`src/rtl/load_tag_allocator_if.sv`:
```
// rtl/load_tag_allocator_if.sv - alloc/response/flush bus of the load tag allocator
// master drives requests and responses; slave is the allocator.
interface load_tag_allocator_if #(
  parameter int NR_ENTRIES    = 2,
  parameter int TRANS_ID_BITS = 3
);
  localparam int TAG_BITS = (NR_ENTRIES == 1) ? 1 : $clog2(NR_ENTRIES);
  localparam int CNT_BITS = $clog2(NR_ENTRIES + 1);

  logic                     flush_i;
  logic                     alloc_valid_i;
  logic                     alloc_ready_o;
  logic [TRANS_ID_BITS-1:0] alloc_trans_id_i;
  logic [TAG_BITS-1:0]      alloc_tag_o;
  logic                     resp_valid_i;
  logic [TAG_BITS-1:0]      resp_tag_i;
  logic                     resp_valid_o;
  logic [TRANS_ID_BITS-1:0] resp_trans_id_o;
  logic                     resp_killed_o;
  logic                     resp_err_o;
  logic [CNT_BITS-1:0]      count_o;
  logic                     empty_o;

  modport master (
    output flush_i, alloc_valid_i, alloc_trans_id_i, resp_valid_i, resp_tag_i,
    input  alloc_ready_o, alloc_tag_o, resp_valid_o, resp_trans_id_o,
           resp_killed_o, resp_err_o, count_o, empty_o
  );

  modport slave (
    input  flush_i, alloc_valid_i, alloc_trans_id_i, resp_valid_i, resp_tag_i,
    output alloc_ready_o, alloc_tag_o, resp_valid_o, resp_trans_id_o,
           resp_killed_o, resp_err_o, count_o, empty_o
  );
endinterface

```
`src/rtl/load_tag_allocator.sv`:
```
// rtl/load_tag_allocator.sv - load-buffer tag allocator with flush-kill tracking
// Each entry is FREE, LIVE or KILLED; responses to KILLED entries are dropped.
module load_tag_allocator #(
  parameter int NR_ENTRIES    = 2,
  parameter int TRANS_ID_BITS = 3
) (
  input logic              clk_i,
  input logic              rst_i,
  load_tag_allocator_if.slave bus
);
  localparam int TAG_BITS = (NR_ENTRIES == 1) ? 1 : $clog2(NR_ENTRIES);
  localparam int CNT_BITS = $clog2(NR_ENTRIES + 1);

  logic [NR_ENTRIES-1:0]                    r_valid;
  logic [NR_ENTRIES-1:0]                    r_killed;
  logic [NR_ENTRIES-1:0][TRANS_ID_BITS-1:0] r_trans_id;
  logic [CNT_BITS-1:0]                      r_count;

  logic                     w_free_found;
  logic [TAG_BITS-1:0]      w_free_idx;
  logic                     w_alloc_ready;
  logic                     w_fire;
  logic [NR_ENTRIES-1:0]    w_resp_sel;
  logic [NR_ENTRIES-1:0]    w_alloc_sel;
  logic [NR_ENTRIES-1:0]    w_valid_nxt;
  logic [NR_ENTRIES-1:0]    w_killed_nxt;
  logic                     w_resp_live;
  logic                     w_resp_dead;
  logic [TRANS_ID_BITS-1:0] w_resp_tid;
  logic [CNT_BITS-1:0]      w_count_nxt;

  // Descending scan so the last hit is the lowest free index.
  always_comb begin
    w_free_found = 1'b0;
    w_free_idx   = '0;
    for (int i = NR_ENTRIES - 1; i >= 0; i--) begin
      if (!r_valid[i]) begin
        w_free_found = 1'b1;
        w_free_idx   = TAG_BITS'(i);
      end
    end
  end

  assign w_alloc_ready = w_free_found && !bus.flush_i;
  assign w_fire        = bus.alloc_valid_i && w_alloc_ready;

  // Tags outside the entry range never select anything and so report as errors.
  always_comb begin
    w_resp_sel  = '0;
    w_alloc_sel = '0;
    w_resp_tid  = '0;
    for (int i = 0; i < NR_ENTRIES; i++) begin
      w_resp_sel[i]  = bus.resp_valid_i && (bus.resp_tag_i == TAG_BITS'(i));
      w_alloc_sel[i] = w_fire && (w_free_idx == TAG_BITS'(i));
      if (w_resp_sel[i]) w_resp_tid = r_trans_id[i];
    end
  end

  assign w_resp_live = |(w_resp_sel & r_valid & ~r_killed);
  assign w_resp_dead = |(w_resp_sel & r_valid & r_killed);

  // A response in the flush cycle frees its entry instead of letting it be killed.
  assign w_valid_nxt  = (r_valid & ~w_resp_sel) | w_alloc_sel;
  assign w_killed_nxt = w_valid_nxt & ~w_alloc_sel & (r_killed | {NR_ENTRIES{bus.flush_i}});

  always_comb begin
    w_count_nxt = '0;
    for (int i = 0; i < NR_ENTRIES; i++) begin
      w_count_nxt = w_count_nxt + CNT_BITS'(w_valid_nxt[i]);
    end
  end

  always_ff @(posedge clk_i) begin
    if (rst_i) begin
      r_valid    <= '0;
      r_killed   <= '0;
      r_trans_id <= '0;
      r_count    <= '0;
    end else begin
      r_valid  <= w_valid_nxt;
      r_killed <= w_killed_nxt;
      r_count  <= w_count_nxt;
      for (int i = 0; i < NR_ENTRIES; i++) begin
        if (w_alloc_sel[i]) r_trans_id[i] <= bus.alloc_trans_id_i;
      end
    end
  end

  assign bus.alloc_ready_o   = w_alloc_ready;
  assign bus.alloc_tag_o     = w_free_idx;
  assign bus.resp_valid_o    = w_resp_live;
  assign bus.resp_trans_id_o = w_resp_live ? w_resp_tid : '0;
  assign bus.resp_killed_o   = w_resp_dead;
  assign bus.resp_err_o      = bus.resp_valid_i && !w_resp_live && !w_resp_dead;
  assign bus.count_o         = r_count;
  assign bus.empty_o         = (r_count == '0);

  // Responses to free entries are a load-unit protocol error worth flagging.
  cover property (@(posedge clk_i) disable iff (rst_i) bus.resp_err_o);

  assert property (@(posedge clk_i) disable iff (rst_i) int'(r_count) <= NR_ENTRIES);

endmodule

```
`src/flat_wrapper.sv`:
```
// flat-port wrapper written by rule: the top's interface ports become plain ports
module load_tag_allocator_flat 
#(
  parameter int NR_ENTRIES    = 2,
  parameter int TRANS_ID_BITS = 3
)
  (clk_i, rst_i, bus_flush_i, bus_alloc_valid_i, bus_alloc_trans_id_i, bus_resp_valid_i, bus_resp_tag_i, bus_alloc_ready_o, bus_alloc_tag_o, bus_resp_valid_o, bus_resp_trans_id_o, bus_resp_killed_o, bus_resp_err_o, bus_count_o, bus_empty_o);
  load_tag_allocator_if #(.NR_ENTRIES(NR_ENTRIES), .TRANS_ID_BITS(TRANS_ID_BITS)) bus_i ();
  input logic clk_i;
  input logic rst_i;
  input wire logic [$bits(bus_i.flush_i)-1:0] bus_flush_i;
  input wire logic [$bits(bus_i.alloc_valid_i)-1:0] bus_alloc_valid_i;
  input wire logic [$bits(bus_i.alloc_trans_id_i)-1:0] bus_alloc_trans_id_i;
  input wire logic [$bits(bus_i.resp_valid_i)-1:0] bus_resp_valid_i;
  input wire logic [$bits(bus_i.resp_tag_i)-1:0] bus_resp_tag_i;
  output wire logic [$bits(bus_i.alloc_ready_o)-1:0] bus_alloc_ready_o;
  output wire logic [$bits(bus_i.alloc_tag_o)-1:0] bus_alloc_tag_o;
  output wire logic [$bits(bus_i.resp_valid_o)-1:0] bus_resp_valid_o;
  output wire logic [$bits(bus_i.resp_trans_id_o)-1:0] bus_resp_trans_id_o;
  output wire logic [$bits(bus_i.resp_killed_o)-1:0] bus_resp_killed_o;
  output wire logic [$bits(bus_i.resp_err_o)-1:0] bus_resp_err_o;
  output wire logic [$bits(bus_i.count_o)-1:0] bus_count_o;
  output wire logic [$bits(bus_i.empty_o)-1:0] bus_empty_o;
  assign bus_i.flush_i = bus_flush_i;
  assign bus_i.alloc_valid_i = bus_alloc_valid_i;
  assign bus_i.alloc_trans_id_i = bus_alloc_trans_id_i;
  assign bus_i.resp_valid_i = bus_resp_valid_i;
  assign bus_i.resp_tag_i = bus_resp_tag_i;
  assign bus_alloc_ready_o = bus_i.alloc_ready_o;
  assign bus_alloc_tag_o = bus_i.alloc_tag_o;
  assign bus_resp_valid_o = bus_i.resp_valid_o;
  assign bus_resp_trans_id_o = bus_i.resp_trans_id_o;
  assign bus_resp_killed_o = bus_i.resp_killed_o;
  assign bus_resp_err_o = bus_i.resp_err_o;
  assign bus_count_o = bus_i.count_o;
  assign bus_empty_o = bus_i.empty_o;
  load_tag_allocator #(.NR_ENTRIES(NR_ENTRIES), .TRANS_ID_BITS(TRANS_ID_BITS)) u_core (.clk_i(clk_i), .rst_i(rst_i), .bus(bus_i));
endmodule
```
`config.mk`:
```
export PLATFORM = sky130hd
export DESIGN_NAME = load_tag_allocator_flat
export DESIGN_NICKNAME = d
export VERILOG_FILES = /design/src/rtl/load_tag_allocator_if.sv /design/src/rtl/load_tag_allocator.sv /design/src/flat_wrapper.sv
export SDC_FILE = /design/constraint.sdc
export NUM_CORES = 1
export LEC_CHECK = 0
export BUFFER_PORTS_ARGS = -buffer_cell sky130_fd_sc_hd__buf_2
export CAP_MARGIN = 15
export CORE_MARGIN = 5
export CORE_UTILIZATION = 35
export CTS_BUF_LIST = sky130_fd_sc_hd__clkbuf_4 sky130_fd_sc_hd__clkbuf_8 sky130_fd_sc_hd__clkbuf_16
export DETAILED_ROUTE_END_ITERATION = 10
export PLACE_DENSITY_LB_ADDON = 0.25
export SYNTH_ARGS = -nofsm -noshare
export SYNTH_HDL_FRONTEND = slang
export SYNTH_SLANG_ARGS = --single-unit
```
`constraint.sdc`:
```
create_clock -name clk_i -period 3.2 [get_ports clk_i]
set_clock_uncertainty 0.05 [all_clocks]
set_input_delay 0.32 -clock clk_i [delete_from_list [all_inputs] [get_ports clk_i]]
set_output_delay 0.32 -clock clk_i [all_outputs]
set_load 0.03 [all_outputs]
```
==> run summary, run 1 <==
Status - finished clean
Tmin final - 1.84 ns
Die area - 2620 µm²
Core Area - 1560 µm²
Max Root-Sink Buffers - 2
Period utilization - 0.576
Total Wirelength - 1160 µm
Clock Sinks - 12
Gpl congestion - 0.778
I/O pins - 20
Largest net degree at the start of global routing - 13
Tot GR Track Use - 0.104
Crit path cell chain - nor3b_1 -> o21ai_1 -> nor2_1 -> buf_2
Final hold violation count - 0
Initial Util - 0.381
Worst path top cell family by delay - flip-flops
P_leak - 0.336 nW
Max Slew Vio Count - 0
Yosys warning count - 0
Slew HR - 0.785
CTS tree - done
Max Fclk - 542 MHz
Vias in the first global route - 455
Vias/cell - 4.78
CP max stage cell - dfxtp_1
IO Port Bufs - 19
DRC violations left - 0
CP endpoint kind - output port
Num rows - 14
Measured slew at the worst slew-check pin - 0.323 ns
Worst hold path type - input pin to flip-flop
Arr. time, crit path - 1.47 ns
Cell Area, Synth - 594 µm²
Worst-path clk slew - 0.07 ns
CP Buf/Inv Count - 1
Initial drt markers - 7
TritonCTS buffer count - 3
Power Dens Cells - 416 nW/µm²
Max Fanout on Critical Path - 9
Post-CTS sizing - 0
Setup Viol. Count Final - 0
Max stage delay on crit path - 0.51 ns
Syn Nets - 73
Netlist cell types - 24
Mapped Avg Cell Area - 9.43 µm²
Area grow syn2layout - 19.8%
Die H - 51.2 µm
MaxCap Viol Count - 0
Routed len/inst - 11.9 µm
DP Worst Slack - 1.57 ns
Die W - 51.2 µm
Mapped Cells - 63
Final nets - 94
H-Tree Depth - 1
Clk_lat worst skew - 0.26 ns
Initial antenna violation count - 0
CP startpoint kind - flip-flop
Setup WS post-layout - 1.36 ns
Fin Setup TNS - 0 ns
Synthesis-stage register bit count - 12
Sequential area share after synthesis - 0.404
HPWL after DPL - 890 µm
GRT overflow - 0
TritonRoute pass-1 iters - 4
Antenna diodes - 0
Post-CTS Setup Inserts - 0
Via count - 468
Global-route wire length before repair - 2040 µm
Root buffer cell - clkbuf_4
Kind of critical path - flip-flop to output port
Worst Path Required - 2.83 ns
RSZ-0062 raised after global routing - false
DRT antenna net count - 0
Hold Buf Count CTS - 0
Worst vdd ir - 0.211 mV
Share of cells above drive strength 1 - 0.329
==> logic make-up after synthesis <==
kind of cell               after synthesis  synth area share
DFF                                     12             0.404
AOI/OAI and AO/OA                        5            0.0505
adders and majority gates                1            0.0210
and+or+nand+nor                         31             0.316
buffers and inverters                    4            0.0400
muxes                                   10             0.168
==> cells in the final DEF, fill, tap and decap left out <==
| cell type | n |
|---|---|
| o21ai_1 | 1 |
| buf_2 | 19 |
| and2_1 | 2 |
| and3b_2 | 1 |
| nor2b_1 | 3 |
| mux2i_1 | 10 |
| nor3b_1 | 1 |
| nand2b_1 | 1 |
| nand3_1 | 1 |
| nor3_1 | 2 |
| a21o_1 | 2 |
| and2b_2 | 1 |
| nor2_1 | 12 |
| inv_1 | 1 |
| dfxtp_1 | 12 |
| nor2b_4 | 1 |
| ha_1 | 1 |
| clkbuf_4 | 3 |
| o21ai_0 | 1 |
| nand2_1 | 4 |
| a21oi_1 | 1 |
| and4bb_4 | 1 |
| nor3b_4 | 1 |
==> per-stage QoR <==
| stage | total power [mW] | hold slack (ns) | cells | util | cell area (µm²) |
|---|---|---|---|---|---|
| global route | 0.315 | 0.262 | 98 | 0.457 | 712 |
| global placement | 0.212 | 0.430 | 95 | 0.442 | 689 |
| detailed placement | 0.212 | 0.432 | 95 | 0.442 | 689 |
| CTS | 0.302 | 0.247 | 98 | 0.457 | 712 |
| floorplan | 0.198 | 0.342 | 63 | - | 594 |
| finish | 0.296 | 0.254 | 98 | 0.457 | 712 |
==> worst reg2reg max path, stage by stage (launching register included) <==
cell	delay, ns
dfxtp_1	0.51
and4bb_4	0.34
a21o_1	0.12
ha_1	0.22
nor2b_1	0.12
==> sequential cells by signal (all words and copies together) (netlist names) <==
signal              flops
u_core.bus.count_o      2
u_core.r_killed         2
u_core.r_trans_id       6
u_core.r_valid          2
==> path summary, 6_finish.rpt <==
kind,slack [ns],endpoint,start,depth (start not counted)
worst max-delay path,1.36,bus_resp_trans_id_o[0],u_core.r_valid[0],4
worst min-delay path,0.25,u_core.r_trans_id[0],bus_alloc_trans_id_i[0],3
worst max register to register,1.73,u_core.bus.count_o[0],u_core.r_valid[0],4
worst min register to register,0.44,u_core.r_trans_id[0],u_core.r_trans_id[0],2
==> routing by layer <==
metal,part of all wire,GRT usage
met1,0.48,0.127
met5,0,0
met2,0.44,0.155
met4,0.010,0.0673
met3,0.070,0.0349
==> layout make-up <==
class	instances	area [µm²]
fill	166	847
timing repair buffer	19	95.1
tap	16	20.0
sequential	12	240
clock buffer	3	22.5
multi-input combinational	47	330
inverter	1	3.75
==> cell usage after synthesis (all sizes together) <==
| library cell | n | share of area |
|---|---|---|
| and2b | 1 | 0.015 |
| and4bb | 1 | 0.027 |
| dfxtp | 12 | 0.40 |
| ha | 1 | 0.021 |
| and3b | 1 | 0.017 |
| nor3 | 2 | 0.017 |
| a21o | 2 | 0.025 |
| mux2i | 10 | 0.17 |
| a21oi | 1 | 0.0084 |
| and2 | 2 | 0.021 |
| inv | 1 | 0.0063 |
| nor3b | 2 | 0.044 |
| o21ai | 2 | 0.017 |
| clkbuf | 1 | 0.0063 |
| nor2 | 12 | 0.076 |
| nand2b | 1 | 0.011 |
| nor2b | 4 | 0.055 |
| buf | 2 | 0.027 |
| nand3 | 1 | 0.0084 |
| nand2 | 4 | 0.025 |
==> power by group <==
group	total [mW]	switching, mW	internal (mW)
clock network	0.0881	0.0447	0.0434
registers	0.159	0.00473	0.155
logic	0.0488	0.0286	0.0202
total	0.296	0.0780	0.218
(Power assumes the default switching activity.)
==> run 2, diff against run 1 <==
--- a/config.mk
+++ b/config.mk
@@ -5,6 +5,7 @@
 export SDC_FILE = /design/constraint.sdc
 export NUM_CORES = 1
 export LEC_CHECK = 0
+export ABC_AREA = 1
 export BUFFER_PORTS_ARGS = -buffer_cell sky130_fd_sc_hd__buf_2
 export CAP_MARGIN = 15
 export CORE_MARGIN = 5
==> constraint.sdc (replaced) <==
create_clock -name clk_i -period 1.6 [get_ports clk_i]
set_clock_uncertainty 0.05 [all_clocks]
set_input_delay 0.16 -clock clk_i [delete_from_list [all_inputs] [get_ports clk_i]]
set_output_delay 0.16 -clock clk_i [all_outputs]
set_load 0.03 [all_outputs]
==> run summary, run 2 <==
I/O pins - 20 (unchanged)
Netlist cell types - 18 (-25%)
Power Dens Cells - 890 nW/µm² (+110%)
Die H - 51.2 µm (unchanged)
HPWL after DPL - 1020 µm (+14%)
Syn Nets - 92 (+26%)
Root buffer cell - clkbuf_4
GR Util met1 - 0.135 (+0.00812)
Die W - 51.2 µm (unchanged)
Fill cell count - 168 (+1.2%)
CP startpoint kind - flip-flop
Max FFs per register - 6 (unchanged)
Sequential area share after synthesis - 0.404 (unchanged)
Post-CTS Setup Inserts - 0 (unchanged)
Arr. time, crit path - 1.30 ns (-0.17 ns)
Share of cells above drive strength 1 - 0.327 (-0.00235)
Max Fclk - 664 MHz
Period utilization - 0.942
GRT overflow - 0 (unchanged)
Mapped Cells - 82 (+30%)
Via count - 564 (+21%)
Initial drt markers - 11 (+4)
Yosys warning count - 0 (unchanged)
MaxCap Viol Count - 0 (unchanged)
Core Area - 1560 µm² (unchanged)
DRC violations left - 0 (unchanged)
Kind of critical path - flip-flop to output port
Fin Setup TNS - 0 ns (unchanged)
Async SR Flop Fraction - 0 (unchanged)
Num rows - 14 (unchanged)
Vias in the first global route - 496 (+9.0%)
Worst hold path type - input pin to flip-flop
Largest cells by area after synthesis - dfxtp_1 40%, nand2_1 10%, nor2_1 6.9%, a21oi_1 5.1%, inv_1 5.1%
Sequential cell area - 240 µm² (unchanged)
Top cells by count, synth - 16 x nand2_1, 12 x dfxtp_1, 11 x nor2_1
Routed len/inst - 10.7 µm (-10%)
Die area - 2620 µm² (unchanged)
Top_reg_cell synth - dfxtp_1
Initial Util - 0.381 (unchanged)
Final hold violation count - 0 (unchanged)
RSZ-0062 raised after global routing - false
Max Slew Vio Count - 0 (unchanged)
DRT antenna net count - 0 (unchanged)
Most common cell after layout, fill and taps aside - buf_2
Final core utilization - 0.476 (+0.0193)
Status - finished clean
Setup Viol. Count Final - 0 (unchanged)
Global-route wire length before repair - 2080 µm (+2.0%)
Tot GR Track Use - 0.105 (+0.00102)
Worst vdd ir - 0.490 mV (+130%)
Gpl congestion - 0.774 (-0.62%)
TritonCTS buffer count - 3 (unchanged)
Antenna diodes - 0 (unchanged)
Commonest non-fill, non-tap cells in the layout - 19 x buf_2, 16 x nand2_1, 12 x dfxtp_1
Max Fanout on Critical Path - 6 (-3)
Worst Path Required - 1.39 ns (-1.44 ns)
Initial antenna violation count - 0 (unchanged)
Measured slew at the worst slew-check pin - 0.263 ns (-0.0600 ns)
Final nets - 115 (+22%)
Area grow syn2layout - 24.8%
Area leader, netlist - dfxtp_1
Met2 usage - 0.150 (-0.00429)
Met3 Use GR - 0.0233 (-0.0116)
Register name with the most flops - u_core.r_trans_id
Cell Area, Synth - 594 µm² (unchanged)
Mapped Avg Cell Area - 7.25 µm² (-23%)
Largest net degree at the start of global routing - 11 (-2)
Hold Buf Count CTS - 0 (unchanged)
Slew HR - 0.825 (+0.0400)
IO Port Bufs - 19 (unchanged)
H-Tree Depth - 1 (unchanged)
Most Used Layer, Global Route - met2
Clk_lat worst skew - 0.28 ns (+0.02 ns)
Clock Sinks - 12 (unchanged)
Top-count cell post-synth - nand2_1
TritonRoute pass-1 iters - 2 (-2)
Multi-input gate area - 302 µm² (-8.7%)
Worst-path clk slew - 0.07 ns (about the same)
Tmin final - 1.51 ns
Max Root-Sink Buffers - 2 (unchanged)
CTS tree - done
Synth top area share - 0.404 (unchanged)
CP endpoint kind - output port
Total Wirelength - 1280 µm (+9.8%)
P_leak - 0.370 nW (+10%)
Synthesis-stage register bit count - 12 (unchanged)
Number of synthesized flops with an enable pin - 0 (unchanged)
Post-CTS sizing - 0 (unchanged)
Vias/cell - 4.70 (-1.6%)
-- run 2: cell types whose count changed in the layout (fill, tap and decap cells not counted), moves of 5 or more --
cell     change
mux2i_1     -10
inv_2        +5
nand2_1     +12
a21oi_1      +5
inv_1        +7
-- run 2: area by class of cell --
type | instances | area share
tap | 16 | 0.0270
clock buffer | 4 | 0.0489
sequential | 12 | 0.324
multi-input combinational | 56 | 0.406
timing repair buffer | 19 | 0.128
inverter | 13 | 0.0658
-- run 2: cell families after synthesis --
logic type               synth area share
AND/OR/NAND/NOR                     0.377
buffers and inverters              0.0884
AO/OA/AOI/OAI                       0.109
flip-flops                          0.404
adder cells (fa/ha/maj)            0.0210
-- run 2: worst paths after layout --
kind	startpoint	to	slack (ns)	cells past startpoint
worst min-delay path	bus_alloc_trans_id_i[2]	u_core.r_trans_id[5]	0.08	3
worst min register to register	u_core.r_trans_id[2]	u_core.r_trans_id[2]	0.43	2
worst max-delay path	u_core.r_valid[0]	bus_resp_trans_id_o[1]	0.09	4
worst max register to register	u_core.r_valid[0]	u_core.bus.count_o[0]	0.32	6
-- run 2: stage by stage --
step                instances  setup WS (ns)  total power [mW]  area [µm²]  hold WS (ns)
finish                    120         0.0929             0.660         742        0.0756
global route              120        0.00712             0.693         742        0.0931
CTS                       120         0.0814             0.667         742        0.0766
detailed placement        116          0.331             0.424         706         0.365
global placement          116          0.354             0.424         706         0.359
floorplan                  82          0.322             0.389         594         0.245
-- run 2: worst max-delay path: stages, from the launching register on --
cell and delay, ns:
dfxtp_1 0.47, nand3_1 0.14, nand2_2 0.10, and2_1 0.12, buf_2 0.19
-- run 2: power by group --
group          internal (mW)  switching, mW  total, mW
clock                  0.139          0.105      0.244
sequential             0.310        0.00882      0.318
combinational         0.0312         0.0670     0.0982
total                  0.479          0.181      0.660
-- run 2: layer usage --
| layer | vias up | part of all wire |
|---|---|---|
| li1 | 311 | - |
| met1 | 234 | 0.50 |
| met2 | 14 | 0.40 |
| met3 | 5 | 0.069 |
| met4 | 0 | 0.027 |
| met5 | - | 0 |
